File: src/rtl/mux_rr_arbiter.sv
// Round-robin arbiter sharing one Mux among 2**switch_bits requesters, with bounded hold and a one-cycle gap.
// Optional `define MUXARB_LOCK_EN adds a `lock` input that suppresses the hold-limit release while busy.
module mux_rr_arbiter #(
  parameter int switch_bits = 2,
  parameter int data_width  = 8,
  parameter int hold_width  = 8,
  parameter int HOLD_MAX    = 4
) (
  input  logic                      clk,
  input  logic                      rst,
`ifdef MUXARB_LOCK_EN
  input  logic                      lock,
`endif
  input  logic [2**switch_bits-1:0] req,
  output logic [2**switch_bits-1:0] gnt,
  output logic [switch_bits-1:0]    sel,
  output logic                      bus_valid,
  output logic [hold_width-1:0]     hold_cnt
);

  localparam int N = 2**switch_bits;
  localparam logic [hold_width-1:0] HOLD_LAST = hold_width'((HOLD_MAX > 0) ? HOLD_MAX - 1 : 0);
  localparam logic [hold_width-1:0] HOLD_SAT  = '1;

  if (data_width < 1 || HOLD_MAX < 0 || HOLD_MAX >= 2**hold_width) begin : g_bad_cfg
    $error("mux_rr_arbiter: illegal parameter combination");
  end

  typedef enum logic [1:0] {IDLE, BUSY, GAP} state_t;

  state_t                 state_q, state_d;
  logic [N-1:0]           gnt_q, gnt_d;
  logic [switch_bits-1:0] sel_q, sel_d;
  logic                   bus_valid_q, bus_valid_d;
  logic [hold_width-1:0]  hold_cnt_q, hold_cnt_d;
  logic [switch_bits-1:0] ptr_q, ptr_d;

  logic                   win_found;
  logic [switch_bits-1:0] win;
  logic [switch_bits-1:0] idx;
  logic                   hold_hit;
  logic                   release_grant;

  // Scan from the requester just after the last owner, wrapping around once.
  always_comb begin
    win_found = 1'b0;
    win       = '0;
    idx       = '0;
    for (int i = 1; i <= N; i++) begin
      idx = ptr_q + switch_bits'(i);
      if (!win_found && req[idx]) begin
        win_found = 1'b1;
        win       = idx;
      end
    end
  end

  always_comb begin
    hold_hit = (HOLD_MAX != 0) && (hold_cnt_q == HOLD_LAST);
`ifdef MUXARB_LOCK_EN
    hold_hit = hold_hit && !lock;
`endif
    release_grant = !req[sel_q] || hold_hit;
  end

  always_comb begin
    state_d     = state_q;
    gnt_d       = gnt_q;
    sel_d       = sel_q;
    bus_valid_d = bus_valid_q;
    hold_cnt_d  = hold_cnt_q;
    ptr_d       = ptr_q;
    case (state_q)
      IDLE, GAP: begin
        if (win_found) begin
          state_d     = BUSY;
          gnt_d       = '0;
          gnt_d[win]  = 1'b1;
          sel_d       = win;
          bus_valid_d = 1'b1;
          hold_cnt_d  = '0;
        end else begin
          state_d     = IDLE;
          gnt_d       = '0;
          bus_valid_d = 1'b0;
          hold_cnt_d  = '0;
        end
      end
      BUSY: begin
        if (release_grant) begin
          state_d     = GAP;
          gnt_d       = '0;
          bus_valid_d = 1'b0;
          hold_cnt_d  = '0;
          ptr_d       = sel_q;
        end else if (hold_cnt_q != HOLD_SAT) begin
          hold_cnt_d = hold_cnt_q + 1'b1;
        end
      end
      default: begin
        state_d     = IDLE;
        gnt_d       = '0;
        bus_valid_d = 1'b0;
        hold_cnt_d  = '0;
      end
    endcase
  end

  // Pointer resets to the last index so requester 0 wins first after reset.
  always_ff @(posedge clk or negedge rst) begin
    if (!rst) begin
      state_q     <= IDLE;
      gnt_q       <= '0;
      sel_q       <= '0;
      bus_valid_q <= 1'b0;
      hold_cnt_q  <= '0;
      ptr_q       <= switch_bits'(N - 1);
    end else begin
      state_q     <= state_d;
      gnt_q       <= gnt_d;
      sel_q       <= sel_d;
      bus_valid_q <= bus_valid_d;
      hold_cnt_q  <= hold_cnt_d;
      ptr_q       <= ptr_d;
    end
  end

  assign gnt       = gnt_q;
  assign sel       = sel_q;
  assign bus_valid = bus_valid_q;
  assign hold_cnt  = hold_cnt_q;

endmodule

File: config.mk
export PLATFORM = sky130hd
export DESIGN_NAME = mux_rr_arbiter
export DESIGN_NICKNAME = d
export VERILOG_FILES = /design/src/rtl/mux_rr_arbiter.sv
export SDC_FILE = /design/constraint.sdc
export NUM_CORES = 1
export LEC_CHECK = 0
export ABC_AREA = 1
export CAP_MARGIN = 30
export CORE_MARGIN = 10
export CORE_UTILIZATION = 52
export CTS_CLUSTER_DIAMETER = 150
export DETAILED_ROUTE_END_ITERATION = 8
export PLACE_DENSITY_LB_ADDON = 0.25
export SYNTH_ARGS = -nofsm -noshare
export SYNTH_HDL_FRONTEND = slang
export SYNTH_SLANG_ARGS = --single-unit
File: constraint.sdc
create_clock -name clk -period 2 [get_ports clk]
set_input_delay 0.4 -clock clk [delete_from_list [all_inputs] [get_ports clk]]
set_output_delay 0.4 -clock clk [all_outputs]
set_load 0.02 [all_outputs]
==> results of run 1 <==
-- routing by layer --
layer | part of all wire (%) | vias to the layer above | track usage, %
li1 | - | 574 | -
met1 | 45 | 529 | 16.9
met2 | 48 | 29 | 21.3
met3 | 6.5 | 0 | 3.92
met4 | 0 | 0 | 4.52
met5 | 0 | - | 0
-- sequential cells by signal, indices dropped and copies added, names as in the netlist --
| name | cells |
|---|---|
| state_q | 1 |
| bus_valid | 1 |
| ptr_q | 2 |
| gnt | 4 |
| sel | 2 |
| hold_cnt | 8 |
-- power by group through the flow --
stage | combinational, mW | clock (mW) | sequential [mW]
after detailed placement | 1.43 | 0 | 0.576
after CTS | 1.43 | 0.197 | 0.569
after global routing | 1.61 | 0.208 | 0.586
final | 1.43 | 0.188 | 0.570
after global placement | 1.38 | 0 | 0.569
after floorplan | 1.06 | 0 | 0.602
-- area by class of cell --
| cell class | count | share of cell area (%) |
|---|---|---|
| Tap cell | 28 | 2.38 |
| Timing Repair Buffer | 24 | 15.6 |
| Inverter | 22 | 5.61 |
| Sequential cell | 18 | 30.8 |
| Multi-Input combinational cell | 121 | 43.8 |
| Clock buffer | 4 | 1.78 |
-- worst register-to-register path: cells and delay by family, from the launching register on --
kind	cells	cell delay, ps
flops	1	600
buf+inv	1	130
simple gates	10	870
-- worst min path at each step --
stage,cells after the start,slack [ps],endpoint
floorplan,0,100,bus_valid$_DFFE_PN0P_
global placement,2,460,gnt[3]$_DFFE_PN0P_
detailed placement,2,470,gnt[3]$_DFFE_PN0P_
CTS,2,430,hold_cnt[1]$_DFFE_PN0P_
global route,2,430,hold_cnt[0]$_DFFE_PN0P_
finish,2,430,hold_cnt[7]$_DFFE_PN0P_
-- logic make-up (layout without fill, tap and decap cells) --
kind of cell,Yosys count,count (layout),synth area share [%]
XOR/XNOR,1,1,0.720
adder cells (fa/ha/maj),1,1,1.03
flip-flops,18,18,37.2
AND/OR/NAND/NOR,100,100,41.9
AO/OA/AOI/OAI,19,19,9.46
buffers and inverters,26,50,9.67
-- synth_stat cells --
| cell type | n |
|---|---|
| sky130_fd_sc_hd__nand2_1 | 43 |
| sky130_fd_sc_hd__dfrtp_1 | 16 |
| sky130_fd_sc_hd__nand2_2 | 16 |
| sky130_fd_sc_hd__inv_1 | 15 |
| sky130_fd_sc_hd__nand3_1 | 13 |
| sky130_fd_sc_hd__nor2_1 | 10 |
| sky130_fd_sc_hd__a21oi_1 | 6 |
| sky130_fd_sc_hd__inv_2 | 5 |
| sky130_fd_sc_hd__o21ai_0 | 5 |
| sky130_fd_sc_hd__nand4_1 | 4 |
| sky130_fd_sc_hd__nor3_1 | 4 |
| sky130_fd_sc_hd__a21oi_2 | 2 |
| sky130_fd_sc_hd__buf_6 | 2 |
| sky130_fd_sc_hd__clkinv_1 | 2 |
| sky130_fd_sc_hd__dfstp_2 | 2 |
| sky130_fd_sc_hd__nand2_4 | 2 |
| sky130_fd_sc_hd__nand3_2 | 2 |
| sky130_fd_sc_hd__nor2_4 | 2 |
| sky130_fd_sc_hd__o21a_1 | 2 |
| sky130_fd_sc_hd__a211oi_1 | 1 |
| sky130_fd_sc_hd__a21boi_1 | 1 |
| sky130_fd_sc_hd__buf_2 | 1 |
| sky130_fd_sc_hd__buf_4 | 1 |
| sky130_fd_sc_hd__ha_1 | 1 |
| sky130_fd_sc_hd__nand4_2 | 1 |
| sky130_fd_sc_hd__nor2_2 | 1 |
| sky130_fd_sc_hd__nor3_2 | 1 |
| sky130_fd_sc_hd__o21ai_1 | 1 |
| sky130_fd_sc_hd__o31ai_1 | 1 |
| sky130_fd_sc_hd__or2_1 | 1 |
| sky130_fd_sc_hd__xor2_1 | 1 |
-- placed cells by master (no fill, tap or decap), drive strengths merged, types with 4 or more instances in the layout --
cell           Yosys  final
a21oi              8      8
buf                4      4
clkbuf             0      4
clkdlybuf4s50      0     20
dfrtp             16     16
inv               20     20
nand2             61     61
nand3             15     15
nand4              5      5
nor2              13     13
nor3               5      5
o21ai              6      6
-- through the flow --
step | std cells | setup slack (ps) | cell area, µm²
floorplan | 165 | 502 | 1220
global placement | 213 | 131 | 1450
detailed placement | 213 | 63.1 | 1450
CTS | 217 | 167 | 1470
global route | 217 | 105 | 1470
finish | 217 | 177 | 1470
==> results.md, run 1 <==
Critical path:
- The endpoint of the worst register-to-register path is gnt[0]$_DFFE_PN0P_.
- In this run the number of cells on the critical path is 1.
- The critical path in this run is classified as reg2out.
- In this run the worst setup path begins at hold_cnt[2]$_DFFE_PN0P_.
- For this design, the slowest cell found on the critical path is sky130_fd_sc_hd__clkdlybuf4s50_1.
- The capturing element type of the critical path is a primary output.
- The family with the most delay on the worst path is buffers and inverters.
- The largest single stage delay on the critical path is 650 ps.
- The most critical setup path has its endpoint at hold_cnt[2].
- Together, buffers and inverters on the worst path number 1.
- The startpoint type of the worst setup path is a flip-flop.
- In this run the critical register-to-register path is launched from ptr_q[0]$_DFFE_PN1P_.
- Traced cell by cell, the critical path runs through clkdlybuf4s50_1.
- STA puts the critical path data arrival time at 1420 ps.
- The worst reg2reg path depth is 11.
- Of all nets on the critical path, the largest fanout is 7.
- Across all register-to-register paths, the minimum setup slack is 280 ps.
- For the worst setup path, the data required time is 1600 ps.

STA:
- The time the final worst path needs with I/O delays and setup is 1820 ps.
- The number of failing hold endpoints at the final stage came to 0.
- Setup repair after global routing left no endpoint under its margin.
- The total negative slack is 0 ps.
- The slew at the pin closest to its max-slew limit is 241 ps.
- Of the available clock period, the critical path in the final layout requires 91.1%.
- The hold slack is 435 ps.
- The relative max-transition margin is 83.9%.
- Setup violations remaining at the end of the flow were counted as 0.
- For the final database, setup skew stands at 0.536 ps.
- The final number of max-transition violations was 0.
- The timing-limited maximum frequency is 549 MHz.

Worst hold path:
- The class of the worst hold path is in2async.

Run status:
- The run finished with clean final reports.

Floorplanning:
- The floorplan step set the die width to 68.4 µm.
- The effective utilization at floorplan is 55.0%.
- The I/O pin count is 21.
- Measured along the y axis, the die boundary spans 68.4 µm.
- After floorplanning, the core was divided into 17 placement rows.
- The core box area is 2210 µm².
- The die footprint is 4670 µm².

Synth:
- Dividing the synthesized area by the synthesized cell count gives 7.37 µm².
- The synthesis warning total is 0.
- The cell area after synthesis is 1220 µm².
- Of all cell types, the one taking the most synthesized area is sky130_fd_sc_hd__dfrtp_1.
- The synthesized instance count is 165.
- Summing the sequential cell areas from Yosys gives 37.2% of the chip area.
- The fraction of post-synthesis cell area in the top cell type by area is 32.9%.
- Synthesis instantiated 31 different standard cells from the library.
- Synthesis inferred 18 register bits.
- The number of nets handed over by synthesis was 172.
- Ranked by total cell area, the synthesized netlist is headed by sky130_fd_sc_hd__dfrtp_1 33%, sky130_fd_sc_hd__nand2_1 13%, sky130_fd_sc_hd__nand2_2 8.2%, sky130_fd_sc_hd__nand3_1 5.3%, sky130_fd_sc_hd__inv_1 4.6%.

Route:
- The aggregate routed wire length is 2.85 mm.
- The average via count per standard cell is 5.22.
- The length of the first detailed-routing pass in iterations is 4.
- The number of nets with antenna violations after detailed routing is 0.
- The remaining routing DRC violations is 0.
- The final route contains 1132 vias.
- After detailed routing, the average wire length per cell comes to 13.1 µm.
- The number of violations reported at the end of detailed-routing iteration 0 is 82.

Power and ir drop:
- For this design the ratio of total power to cell area is 1490 nW/µm².
- The share of total power dissipated in sequential elements is 26.1%.
- The clock network is responsible for 8.6% of the overall power.
- The design draws 2.19 mW.
- The maximum vdd drop is 0.000884 V.
- The proportion of total power due to net switching is 51.0%.
- The standby leakage power is 0.723 nW.
- The switching power is 1.12 mW.
- The combinational cell fraction of total power is 65.3%.
- The internal power contribution is 1.07 mW.

Global routing:
- The sum of overflow across all layers after global routing is 0.
- The global-route wire length before repair is 4.94 mm.
- Global routing used 13.4% of the available tracks across all layers.
- The number of antenna violations at the first check in global routing is 0.
- The number of global-route vias before repair is 1049.
- The largest net degree at the start of global routing is 19.

Clock tree:
- The CTS tree is yes.
- The clock sink count is 18.
- The buffer cell driving the clock tree root is sky130_fd_sc_hd__clkbuf_4.
- The clock transition at the registers of the reported paths is 100 ps.
- The H-tree depth is 1.
- The largest buffer count on any clock path is 2.
- The number of buffers created by CTS is 3.
- For this design, the CTS-stage hold fixing added 0 buffers.
- Once the clock tree was built, the resizer swapped 0 gates to a different size.
- The clock latency at the later pin of the worst-skew pair is 290 ps.
- The post-CTS setup buffer count is 0.

Layout:
- After filler insertion, the fill cell instance count of the layout stands at 201.
- The final net count is 197.
- The total area of sequential cells is 453 µm².
- The area of the multi-input gates is 646 µm².
- At the end of the flow the core is filled with cells to 66.6%.
- 0 antenna diodes ended up in the layout.
- The ratio of cells with drive above 1 in the final layout is 21.7%.
- The area growth from synthesis to layout is 21.1%.

Placed design:
- The number of port buffers is 20.
- The weighted congestion at the end of routability-driven global placement is 0.825.
- The post-detailed-placement half-perimeter wirelength is 2.27 mm.

Flow run:
- The number of violations of the max-capacitance limit is 0.
Power figures use the tool's default switching activity.
==> run 2, diff against run 1 <==
Settings changed: ABC_CLOCK_PERIOD_IN_PS set to 2000.
==> results of run 2 <==
The final DEF is identical to that of run 1; final timing and power are the same.
==> run 3, diff against run 2 <==
Settings changed: SLEW_MARGIN set to 25.
==> results of run 3 <==
The final DEF is identical to that of run 1; final timing and power are the same.
